==> src/rtl/accel_uart_cmd_ctrl.sv <==
// Accelerometer-to-UART readout sequencer: decodes axis commands, waits for settled data, sends each sample low byte first.
// Define ACCEL_UART_CHECKSUM_EN to append a third byte (low XOR high) after each sample.
module accel_uart_cmd_ctrl #(
  parameter int SETTLE_CYCLES = 50000,
  parameter int ACK_TIMEOUT   = 8,
  parameter int SETTLE_W      = 16
) (
  input  logic        CLK_50,
  input  logic        iRSTN,
  input  logic        rx_valid,
  input  logic [7:0]  rx_data,
  input  logic [15:0] accel_data,
  input  logic        tx_busy,
  output logic        tx_start,
  output logic [7:0]  tx_data,
  output logic [1:0]  dimension,
  output logic        ctrl_busy,
  output logic        cmd_err,
  output logic [7:0]  drop_cnt
);
  // state   | meaning
  // IDLE    | accepting command bytes
  // SETTLE  | waiting for the newly selected axis to produce fresh data
  // SEND_*  | waiting for an idle transmitter, then issuing tx_start
  // ACK_*   | waiting for tx_busy to rise (bounded by ACK_TIMEOUT)
  // DONE_*  | waiting for the byte to finish
  typedef enum logic [3:0] {
    S_IDLE, S_SETTLE, S_SEND_LO, S_ACK_LO, S_DONE_LO, S_SEND_HI, S_ACK_HI, S_DONE_HI
`ifdef ACCEL_UART_CHECKSUM_EN
    , S_SEND_CK, S_ACK_CK, S_DONE_CK
`endif
  } state_t;

  localparam int ACK_W = $clog2(ACK_TIMEOUT + 1);

  state_t              r_state, w_next;
  logic [SETTLE_W-1:0] r_settle_cnt;
  logic [ACK_W-1:0]    r_ack_cnt;
  logic [15:0]         r_sample;
  logic                r_sweep;
  logic                r_tx_start, r_ctrl_busy, r_cmd_err;
  logic [7:0]          r_tx_data, r_drop_cnt;
  logic [1:0]          r_dimension;

  logic       w_send, w_capture, w_cmd_ok, w_cmd_bad, w_cmd_sweep;
  logic       w_end_axis, w_next_axis, w_in_ack, w_ack_to;
  logic [7:0] w_send_byte;
  logic [1:0] w_cmd_dim;

  assign w_ack_to = (r_ack_cnt == ACK_W'(ACK_TIMEOUT - 1));

  always_comb begin
    w_next      = r_state;
    w_send      = 1'b0;
    w_send_byte = 8'h00;
    w_capture   = 1'b0;
    w_cmd_ok    = 1'b0;
    w_cmd_bad   = 1'b0;
    w_cmd_sweep = 1'b0;
    w_cmd_dim   = r_dimension;
    w_end_axis  = 1'b0;
    w_in_ack    = 1'b0;
    case (r_state)
      S_IDLE: begin
        if (rx_valid) begin
          case (rx_data)
            8'h78:   begin w_cmd_ok = 1'b1; w_cmd_dim = 2'd0; end
            8'h79:   begin w_cmd_ok = 1'b1; w_cmd_dim = 2'd1; end
            8'h7A:   begin w_cmd_ok = 1'b1; w_cmd_dim = 2'd2; end
            8'h61:   begin w_cmd_ok = 1'b1; w_cmd_dim = 2'd0; w_cmd_sweep = 1'b1; end
            default: w_cmd_bad = 1'b1;
          endcase
        end
        if (w_cmd_ok) w_next = S_SETTLE;
      end
      S_SETTLE: begin
        if (r_settle_cnt == SETTLE_W'(SETTLE_CYCLES - 1)) begin
          w_capture = 1'b1;
          w_next    = S_SEND_LO;
        end
      end
      S_SEND_LO: begin
        if (!tx_busy) begin
          w_send      = 1'b1;
          w_send_byte = r_sample[7:0];
          w_next      = S_ACK_LO;
        end
      end
      S_ACK_LO: begin
        w_in_ack = 1'b1;
        if (tx_busy || w_ack_to) w_next = S_DONE_LO;
      end
      S_DONE_LO: if (!tx_busy) w_next = S_SEND_HI;
      S_SEND_HI: begin
        if (!tx_busy) begin
          w_send      = 1'b1;
          w_send_byte = r_sample[15:8];
          w_next      = S_ACK_HI;
        end
      end
      S_ACK_HI: begin
        w_in_ack = 1'b1;
        if (tx_busy || w_ack_to) w_next = S_DONE_HI;
      end
`ifdef ACCEL_UART_CHECKSUM_EN
      S_DONE_HI: if (!tx_busy) w_next = S_SEND_CK;
      S_SEND_CK: begin
        if (!tx_busy) begin
          w_send      = 1'b1;
          w_send_byte = r_sample[7:0] ^ r_sample[15:8];
          w_next      = S_ACK_CK;
        end
      end
      S_ACK_CK: begin
        w_in_ack = 1'b1;
        if (tx_busy || w_ack_to) w_next = S_DONE_CK;
      end
      S_DONE_CK: if (!tx_busy) w_end_axis = 1'b1;
`else
      S_DONE_HI: if (!tx_busy) w_end_axis = 1'b1;
`endif
      default: w_next = S_IDLE;
    endcase
    w_next_axis = w_end_axis && r_sweep && (r_dimension != 2'd2);
    if (w_end_axis) w_next = w_next_axis ? S_SETTLE : S_IDLE;
  end

  always_ff @(posedge CLK_50 or negedge iRSTN) begin
    if (!iRSTN) begin
      r_state      <= S_IDLE;
      r_settle_cnt <= '0;
      r_ack_cnt    <= '0;
      r_sample     <= 16'h0000;
      r_sweep      <= 1'b0;
      r_tx_start   <= 1'b0;
      r_tx_data    <= 8'h00;
      r_dimension  <= 2'd0;
      r_ctrl_busy  <= 1'b0;
      r_cmd_err    <= 1'b0;
      r_drop_cnt   <= 8'h00;
    end else begin
      r_state     <= w_next;
      r_ctrl_busy <= (w_next != S_IDLE);
      r_tx_start  <= w_send;
      r_cmd_err   <= w_cmd_bad;
      if (w_send) r_tx_data <= w_send_byte;
      if (w_capture) r_sample <= accel_data;
      // counters only run while staying in their state, so every entry starts from zero
      r_settle_cnt <= (r_state == S_SETTLE && w_next == S_SETTLE) ? r_settle_cnt + 1'b1 : '0;
      r_ack_cnt    <= (w_in_ack && w_next == r_state) ? r_ack_cnt + 1'b1 : '0;
      if (w_cmd_ok) begin
        r_dimension <= w_cmd_dim;
        r_sweep     <= w_cmd_sweep;
      end else if (w_next_axis) begin
        r_dimension <= r_dimension + 2'd1;
      end else if (w_end_axis) begin
        r_sweep <= 1'b0;
      end
      if (rx_valid && r_state != S_IDLE && r_drop_cnt != 8'hFF) r_drop_cnt <= r_drop_cnt + 8'd1;
    end
  end

  assign tx_start  = r_tx_start;
  assign tx_data   = r_tx_data;
  assign dimension = r_dimension;
  assign ctrl_busy = r_ctrl_busy;
  assign cmd_err   = r_cmd_err;
  assign drop_cnt  = r_drop_cnt;
endmodule

==> config.mk <==
export PLATFORM = sky130hd
export DESIGN_NAME = accel_uart_cmd_ctrl
export DESIGN_NICKNAME = d
export VERILOG_FILES = /design/src/rtl/accel_uart_cmd_ctrl.sv
export SDC_FILE = /design/constraint.sdc
export NUM_CORES = 1
export LEC_CHECK = 0
export ABC_CLOCK_PERIOD_IN_PS = 5060
export CORE_ASPECT_RATIO = 0.6
export CORE_MARGIN = 2
export CORE_UTILIZATION = 57
export CTS_CLUSTER_DIAMETER = 60
export DETAILED_ROUTE_END_ITERATION = 7
export GPL_ROUTABILITY_DRIVEN = 0
export GPL_TIMING_DRIVEN = 0
export PLACE_DENSITY = 0.88
export SYNTH_ARGS = -nofsm -noshare
export SYNTH_HDL_FRONTEND = slang
export SYNTH_SLANG_ARGS = --single-unit
==> constraint.sdc <==
create_clock -name CLK_50 -period 5.06 [get_ports CLK_50]
set_clock_uncertainty 0.1 [all_clocks]
set_input_delay 0.506 -clock CLK_50 [delete_from_list [all_inputs] [get_ports CLK_50]]
set_output_delay 0.506 -clock CLK_50 [all_outputs]
set_load 0.01 [all_outputs]
==> impl.org, run 1 <==
** Run status
- The flow ran to the end, and the final reports show no timing, DRC or antenna violations.

** Timing
- Unrepaired setup endpoints after global routing :: false
- Final setup slack of the worst path :: slightly below 3 ns
- Setup total negative slack on the finished layout was measured at 0 ns.
- Fin crit period :: 2.13 ns
- The number of endpoints with negative hold slack in the final report is 0.
- Setup violations remaining at the end of the flow were counted as 0.
- Tightest Pin Transition :: just over 0.7 ns
- The number of max-slew violations in the final report was 0.
- Derived from the worst setup path, the maximum achievable clock frequency is 469 MHz.
- Crit share post-route :: 42.1%
- The worst pin sits at a relative slew slack of 52.0%.

** Final layout
- Number of filler instances in the final layout :: ~350
- Util after Layout :: around 75%
- Area overhead of the layout relative to synthesis :: 27.0%
- Net count of the finished layout :: 357
- 0 antenna diodes ended up in the layout.
- Post-route cell area :: 3730 um^2
- Ratio of cells with drive above 1 in the final layout :: 10.6%

** Drt
- Across all layers, the routed design uses 2,253 vias.
- Routed length per instance :: 15.1 um
- The routed design has a little under 6000 um of wire.
- The first TritonRoute pass finished after 5 iterations.
- Initial DRC count :: roughly 110
- DRC violations left :: 0
- After detailed routing, the number of vias per cell comes to between 5 and 6.
- The count of nets left with antenna violations once routing finished came out at 0.

** Setup path
- Data required time of the critical path :: between 5 and 6 ns
- The critical path in this run is classified as register to register.
- Together, buffers and inverters on the worst path number 1.
- Crit end category :: register
- Worst-path cell with the longest stage delay :: sky130_fd_sc_hd__dfrtp_1
- Traced cell by cell, the critical path runs through ha_1 -> and3_1 -> nand4_1 -> nor2_8 -> buf_6 -> mux2_1.
- Crit-path max FO :: 10
- The worst setup path is launched from a register.
- For flop-to-flop paths, the worst setup slack is slightly below 3 ns.
- The largest single stage delay on the critical path is ~0.38 ns.
- Among cell families on the critical path, the largest total delay comes from simple AND/OR/NAND/NOR gates.
- Data arrives at the worst endpoint at roughly 2.3 ns.

** Synth
- Sorting the synthesized cells by how often they occur yields sky130_fd_sc_hd__dfrtp_1 (62), sky130_fd_sc_hd__nor2_1 (25), sky130_fd_sc_hd__nand2_1 (17).
- Number of warning messages in the yosys log :: 0
- The number of nets handed over by synthesis was roughly 300.
- Of the post-synthesis cell area, the part taken by muxes is ~7%.
- After Yosys synthesis, and, or, nand and nor cells account for between 10% and 20% of the synthesized area.
- Ranked by total cell area, the synthesized netlist is headed by sky130_fd_sc_hd__dfrtp_1 (53%), sky130_fd_sc_hd__mux2_1 (5.0%), sky130_fd_sc_hd__xnor2_1 (3.9%).
- The synthesized design contains 0 enable-type register cells.
- The synthesized design contains 62 register bits.
- Fraction of the mapped netlist area in compound gates :: 9.96%
- After Yosys synthesis, full adders, half adders and majority gates account for ~1.7% of the synthesized area.
- Library cell with the largest summed area after synthesis :: sky130_fd_sc_hd__dfrtp_1
- Flip-flop cell with the highest count after synthesis :: sky130_fd_sc_hd__dfrtp_1
- Summed instance area of the synthesized netlist :: 2940 um^2
- Share of the yosys chip area belonging to registers :: 52.8%
- Summed over its instances, the top area cell type makes up a little over half of the synthesized netlist area.
- Combinational family with the most area after synthesis :: simple AND/OR/NAND/NOR gates
- Yosys instantiated no cell more often than sky130_fd_sc_hd__dfrtp_1.
- In this run the mean area of a mapped cell was approximately 11 um^2.
- Of the total synthesized cell area, the portion taken by XOR and XNOR cells is 6.85%.
- Synth cell types :: 49
- Synthesis produced a netlist whose cell count is approximately 270.
- Fraction of registers with async set or reset after synthesis :: 100%

** Power
- Registers are responsible for between 40% and 50% of the overall power.
- After layout, the design draws a total of 1.21 mW.
- The analysis attributes to cell leakage a power of between 1.5 and 2 nW.
- Worst IR drop on VDD :: 0.000190 V
- Internal power component :: about 0.9 mW
- The share of total power dissipated in combinational logic is between 10% and 20%.
- Power Dens Cells :: 325 nW/um^2
- Of the total power, the share spent switching nets is 24.6%.
- Switching Power :: roughly 0.30 mW
- Clock power share :: between 30% and 40%

** Global route
- Largest net degree at the start of global routing :: 35
- GRT overflow :: 0
- Number of global-route vias before repair :: between 2,000 and 2,500
- Initial antenna violation count :: 0
- First-pass GRT wire length :: ~10,000 um
- In the global route stage, overall resource usage came out at a little under a quarter.

** Clock tree
- Clock latency on the worst-skew pair, taken at its later pin, is 0.35 ns.
- Hold repair after CTS inserted 0 buffers.
- Clock-pin slew of the registers on the worst-case setup and hold paths :: ~0.070 ns
- Clock tree synthesis found a total of between 60 and 70 sinks.
- Max clock buf depth :: 2
- After clock tree synthesis, the repair step resized 0 gates.
- Setup repair bufs after CTS :: 0
- The H-tree was split into 3 levels.
- The root buffer cell chosen for the clock tree is sky130_fd_sc_hd__clkbuf_8.
- In this run, CTS created clock tree buffers numbering 9.
- TritonCTS built the clock tree.

** Run
- The tool flagged a number of max-cap violations equal to 0.

** Placed design
- Buffers placed on the I/O ports in this run total between 40 and 50.
- Once placement finished, the instance area stood at ~3500 um^2.
- Summed over all nets, the half-perimeter wirelength after detailed placement is about 4300 um.
- Prior to clock tree synthesis, the placed netlist has a worst setup slack of 2.78 ns.

** Floorplan
- Height of the chip :: 59.6 um
- The region available for standard cell placement spans 5000 um^2.
- The initial utilization of the core area, before any placement, comes to around 60%.
- The die covers between 5000 and 6000 um^2.
- After floorplanning, the core was divided into 20 placement rows.
- Total I/O pin count :: a little under 50
- Measured along the x axis, the die boundary spans between 90 and 100 um.

** Hold path
- Worst min-delay path class :: input port to async pin
-- worst paths after layout --
kind | cells after the start | endpoint | start
setup reg to reg | 6 | r_sample[12] | r_settle_cnt[0]
min in group CLK_50 | 1 | r_ack_cnt[0] | r_ack_cnt[0]
setup / recovery | 6 | r_sample[12] | r_settle_cnt[0]
hold reg to reg | 1 | r_ack_cnt[0] | r_ack_cnt[0]
hold / removal | 1 | r_settle_cnt[7] | iRSTN
max in group asynchronous | 2 | r_sample[12] | iRSTN
-- layout by cell type, fill, tap and decap left out, types with 2 or more instances in the layout --
cell                              instances
sky130_fd_sc_hd__bufinv_16                2
sky130_fd_sc_hd__buf_6                    2
sky130_fd_sc_hd__xnor2_1                 13
sky130_fd_sc_hd__nor4b_1                  3
sky130_fd_sc_hd__nor2_1                  25
sky130_fd_sc_hd__nor3_1                   6
sky130_fd_sc_hd__or4_4                    2
sky130_fd_sc_hd__nor4bb_1                 3
sky130_fd_sc_hd__a21oi_1                  5
sky130_fd_sc_hd__dfrtp_1                 62
sky130_fd_sc_hd__and3b_1                  4
sky130_fd_sc_hd__clkbuf_1                 5
sky130_fd_sc_hd__nand2_1                 17
sky130_fd_sc_hd__a22oi_1                  9
sky130_fd_sc_hd__o21ba_2                  2
sky130_fd_sc_hd__o31a_1                   2
sky130_fd_sc_hd__buf_2                    3
sky130_fd_sc_hd__clkinv_2                 2
sky130_fd_sc_hd__and3_1                   3
sky130_fd_sc_hd__mux2_2                   4
sky130_fd_sc_hd__clkbuf_8                10
sky130_fd_sc_hd__xor2_1                  10
sky130_fd_sc_hd__inv_1                    9
sky130_fd_sc_hd__clkdlybuf4s50_1         47
sky130_fd_sc_hd__or3_1                    3
sky130_fd_sc_hd__o21ai_0                 15
sky130_fd_sc_hd__nand3_1                 12
sky130_fd_sc_hd__mux2_1                  13
sky130_fd_sc_hd__nor4_1                   4
sky130_fd_sc_hd__ha_1                     4
sky130_fd_sc_hd__nand4_1                  6
-- through the flow --
stage	hold WS, ns	cells
floorplan	0.110	265
global placement	0.349	379
detailed placement	0.356	380
CTS	0.0995	396
global route	0.133	396
finish	0.0840	396
-- worst reg2reg max path: cells and delay by family (launching register included) --
kind / cells / cell delay (ns)
adder cells (fa/ha/maj): 1 / 0.21
AND/OR/NAND/NOR: 3 / 0.79
flip-flops: 1 / 0.38
buffers and inverters: 1 / 0.19
multiplexers: 1 / 0.34
-- registers in the layout, summed over array words and instances, names as in the netlist --
name	flops
dimension	2
tx_start	1
ctrl_busy	1
tx_data	8
drop_cnt	8
cmd_err	1
r_ack_cnt	4
r_settle_cnt	16
r_sample	16
r_sweep	1
r_state	4
-- per-layer routing --
layer  track usage [%]  wire length (um)
met1              30.4              2830
met3              8.84               285
met5                 0                 0
met4              6.84                75
met2              36.8              2780
-- power groups by stage --
| stage | logic (mW) | clock network (mW) | registers [mW] |
|---|---|---|---|
| 2_1_floorplan | 0.0513 | 0 | 0.580 |
| 3_3_place_gp | 0.163 | 0 | 0.571 |
| 3_5_place_dp | 0.169 | 0 | 0.573 |
| 4_1_cts | 0.170 | 0.485 | 0.566 |
| 5_1_grt | 0.183 | 0.512 | 0.570 |
| 6_report | 0.168 | 0.478 | 0.566 |
-- final cells by class --
type / count / area (um^2) / share of cell area [%]
clock buffer: 12 / 145 / 3.89
inverter: 10 / 37.5 / 1.01
tap: 66 / 82.6 / 2.21
buffer: 8 / 47.5 / 1.27
sequential: 62 / 1550 / 41.6
clock inverter: 4 / 70.1 / 1.88
timing repair buffer: 49 / 495 / 13.3
multi-input combinational: 185 / 1300 / 34.9
-- cell families after synthesis --
kind of cell	after synthesis
buf+inv	18
simple gates	96
other cells	1
compound gates	43
flops	62
mux	18
fa+ha+maj	4
xor+xnor	23
Note: power is estimated with default switching activity, not from simulation.
==> run 2: changes to the inputs <==
==> config.mk (replaced) <==
export PLATFORM = sky130hd
export DESIGN_NAME = accel_uart_cmd_ctrl
export DESIGN_NICKNAME = d
export VERILOG_FILES = /design/src/rtl/accel_uart_cmd_ctrl.sv
export SDC_FILE = /design/constraint.sdc
export NUM_CORES = 1
export LEC_CHECK = 0
export ABC_CLOCK_PERIOD_IN_PS = 1800
export CORE_ASPECT_RATIO = 0.6
export CORE_MARGIN = 2
export CORE_UTILIZATION = 48
export CTS_CLUSTER_DIAMETER = 60
export DETAILED_ROUTE_END_ITERATION = 7
export GPL_ROUTABILITY_DRIVEN = 0
export GPL_TIMING_DRIVEN = 0
export PLACE_DENSITY = 0.79
export SYNTH_ARGS = -nofsm -noshare
export SYNTH_HDL_FRONTEND = slang
export SYNTH_SLANG_ARGS = --single-unit
==> constraint.sdc (replaced) <==
create_clock -name CLK_50 -period 1.8 [get_ports CLK_50]
set_clock_uncertainty 0.1 [all_clocks]
set_input_delay 0.18 -clock CLK_50 [delete_from_list [all_inputs] [get_ports CLK_50]]
set_output_delay 0.18 -clock CLK_50 [all_outputs]
set_load 0.01 [all_outputs]
==> run 2 against run 1 <==
Effect of this change:
- non-clock buffer count grew 27
- via count up 3.8%
- routed wire length grew 13%
- die area up 18%
- first-iteration DRC count rose by 28%
- critical path type unchanged
- the flow now finishes with violations (negative setup slack)
- critical endpoint is now r_sample[7]
- sequential share of layout area decreased by 4.8 points
- highest routed layer unchanged
- register-to-register slack got worse by 3.1 ns
==> impl.org, run 2 (same netlist as run 1, synthesis figures left out) <==
** Run status
- Result of the run :: finished with violations (was finished clean)
- The checks that failed: negative setup slack.

** Drt
- The routed via count came to 2,339 (was 2,253).
- Routed length per instance :: 15.3 um (was 15.1 um)
- The total wirelength of the detailed-routed design came to 6750 um (was 5970 um).
- Initial DRC count :: 143 (was 112)
- Length of the first detailed-routing pass in iterations :: 4 (was 5)
- DRC violations left :: 0 (unchanged)
- Avg Vias per Cell :: 5.30 (was 5.69)
- Residual antenna-violating net count after detailed routing :: 0 (unchanged)

** Final layout
- The growth of design area from synthesis to finish was 44.0% (was 27.0%).
- Number of non-filler instances in the completed layout :: 441 (was 396)
- The total inserted antenna cells was 0 (unchanged).
- Net count of the finished layout :: 384 (was 357)
- The total area of sequential cells was 1560 um^2 (was 1550 um^2).
- Most used cells in the layout excluding fill and tap cells: sky130_fd_sc_hd__dfrtp_1 (59), sky130_fd_sc_hd__clkdlybuf4s50_1 (47), sky130_fd_sc_hd__nor2_1 (25) (was sky130_fd_sc_hd__dfrtp_1 (62), sky130_fd_sc_hd__clkdlybuf4s50_1 (47), sky130_fd_sc_hd__nor2_1 (25)).
- Ratio of cells with drive above 1 in the final layout :: 26.6% (was 10.6%)
- Number of filler instances in the final layout :: 435 (was 345)
- The area used by multi-input combinational logic was 1470 um^2 (was 1300 um^2).
- Most common cell after layout, fill and taps aside :: sky130_fd_sc_hd__dfrtp_1 (unchanged)
- Largest registers in the final layout: r_sample (16), r_settle_cnt (16) (unchanged).

** Placed design
- Number of placed instances with taps included :: 398 (was 380)
- HPWL reported at the end of detailed placement :: 4180 um (was 4250 um)
- Post-Place Setup Slack :: -0.337 ns (was 2.78 ns)
- IO Port Bufs :: 48 (unchanged)

** Power
- Worst IR drop on VDD :: 0.000415 V (was 0.000190 V)
- The internal power is 2.42 mW (was 0.914 mW).
- Clock power share :: 36.6% (was 39.5%)
- Power Dens Cells :: 781 nW/um^2 (was 325 nW/um^2)
- Sequential share of power :: 48.1% (was 46.7%)
- The leakage power of the design came to 1.84 nW (was 1.67 nW).
- Switching portion of total power :: 26.8% (was 24.6%)
- The combinational share of power was 15.3% (was 13.9%).
- The overall power of the completed layout is 3.31 mW (was 1.21 mW).
- The power spent charging and discharging nets is 0.887 mW (was 0.297 mW).

** Hold path
- Worst min-delay path class :: input port to async pin (unchanged)

** Clock tree
- The clock transition at the register clock pins on the worst setup and hold paths after CTS was 0.07 ns (about the same).
- CTS tree :: built (unchanged)
- Number of sinks driven by the clock tree :: 62 (unchanged)
- Root buf cell :: sky130_fd_sc_hd__clkbuf_8 (unchanged)
- Total number of H-tree levels :: 3 (unchanged)
- The latest clock arrival within the worst-skew pair is 0.34 ns (was 0.35 ns).
- The TritonCTS buffer count is 9 (unchanged).
- The maximum buffer depth of the clock tree was 2 (unchanged).

** Global route
- First-pass GRT wire length :: 10,900 um (was 10,200 um)
- Gr usage total :: 20.7% (was 23.2%)
- The maximum number of pins on one net before global-route repair was 39 (was 35).
- The overflow left after global routing is 0 (unchanged).
- The via count of the first global-routing pass is 2,219 (was 2,226).
- The number of antenna violations at the first check in global routing was 0 (unchanged).

** Setup path
- Crit end category :: register (unchanged)
- Crit-path max FO :: 5 (was 10)
- The type of element launching the critical path is a register (unchanged).
- The required time reported for the critical path endpoint was 1.93 ns (was 5.18 ns).
- Critical path class :: register to register (unchanged)
- The worst reg-to-reg path cell count is 7 (was 6).
- The flop-to-flop setup slack came to -0.15 ns (was 2.93 ns).
- The arrival time of the worst setup path was 2.08 ns (was 2.25 ns).

** Floorplan
- The number of core rows was 22 (was 20).
- Overall die area :: 6790 um^2 (was 5770 um^2)
- The overall die height came to 64.6 um (was 59.6 um).
- Starting density of the core :: 49.0% (was 58.7%)
- Placeable Area :: 6000 um^2 (was 5000 um^2)
- The boundary pin count came to 49 (unchanged).
- Horiz. Die Dim :: 105 um (was 96.7 um)

** Timing
- Final slew viol count :: 0 (unchanged)
- The number of endpoints with negative hold slack in the final report was 0 (unchanged).
- Count of endpoints failing setup in the final report :: 30 (was 0)
- The achievable frequency is 513 MHz (was 469 MHz).
- Final setup slack of the worst path :: -0.150 ns (was 2.93 ns)
- The setup total negative slack was -3.11 ns (was 0 ns).
- Unrepaired setup endpoints after global routing :: true (was false)
- Crit share post-route :: 108% (was 42.1%)
- The worst max-slew margin expressed relative to the limit came to 53.1% (was 52.0%).
- Fin crit period :: 1.95 ns (was 2.13 ns)
- The slew at the pin closest to its max-slew limit came to 0.695 ns (was 0.710 ns).

** Run
- The reported max-cap violation count came to 0 (unchanged).
[run 2: changes by cell type in the layout (fill, tap and decap cells not counted), sizes merged]
cell / before / now
bufinv: 2 / 1
clkinvlp: 0 / 3
buf: 7 / 33
dlygate4sd3: 0 / 1
clkbuf: 15 / 12
clkinv: 2 / 3
[run 2: final timing paths]
kind | to | start
min in group CLK_50 | r_sample[13] | accel_data[13]
max in group asynchronous | r_state[2] | iRSTN
max reg2reg | r_sample[7] | r_settle_cnt[12]
min | r_settle_cnt[3] | iRSTN
max | r_sample[7] | r_settle_cnt[12]
min reg2reg | r_ack_cnt[0] | r_ack_cnt[0]
[run 2: area by class of cell]
type	instances	share of cell area (%)
multi-input cells	185	34.8
clock buffers	9	2.93
clock inverters	7	1.77
plain buffers	7	1.45
repair buffers	77	18.9
inverters	10	0.887
well taps	84	2.48
flip-flops and latches	62	36.7
[run 2: power by group through the flow]
stage | Combinational (mW) | Clock [mW] | Sequential (mW)
after floorplan | 0.145 | 0 | 1.63
after global placement | 0.458 | 0 | 1.60
after detailed placement | 0.479 | 0 | 1.61
after CTS | 0.499 | 1.24 | 1.59
after global routing | 0.552 | 1.30 | 1.61
final | 0.504 | 1.21 | 1.59
[run 2: through the flow]
stage / instance area [um^2] / hold slack [ns] / utilization (%)
final: 4230 / 0.266 / 70.5
after global routing: 4230 / 0.321 / 70.5
after CTS: 4090 / 0.275 / 68.2
after detailed placement: 3580 / 0.106 / 59.7
after global placement: 3570 / 0.349 / 59.5
after floorplan: 2980 / -0.216 / -
[run 2: critical path, cell delays in order (launching register included)]
cell,delay [ns]
sky130_fd_sc_hd__dfrtp_2,0.44
sky130_fd_sc_hd__nor4bb_4,0.30
sky130_fd_sc_hd__nand4_1,0.15
sky130_fd_sc_hd__buf_6,0.16
sky130_fd_sc_hd__nor2_8,0.14
sky130_fd_sc_hd__buf_12,0.13
sky130_fd_sc_hd__buf_12,0.12
sky130_fd_sc_hd__mux2_4,0.30
[run 2: repair_timing]
item	in CTS	in global routing
gates cloned	1	0
gates resized for setup	19	39
pin swaps	6	10
setup endpoints to repair	42	52
hold buffers	1	0
buffers inserted	19	7
hold endpoints to repair	24	0
[run 2: routing by layer]
layer,GRT usage (%),up-vias,wire length [um]
met5,0,-,0
met4,6.33,0,80
met3,6.54,10,311
met2,31.6,51,3060
met1,28.3,1154,3300
li1,-,1124,-
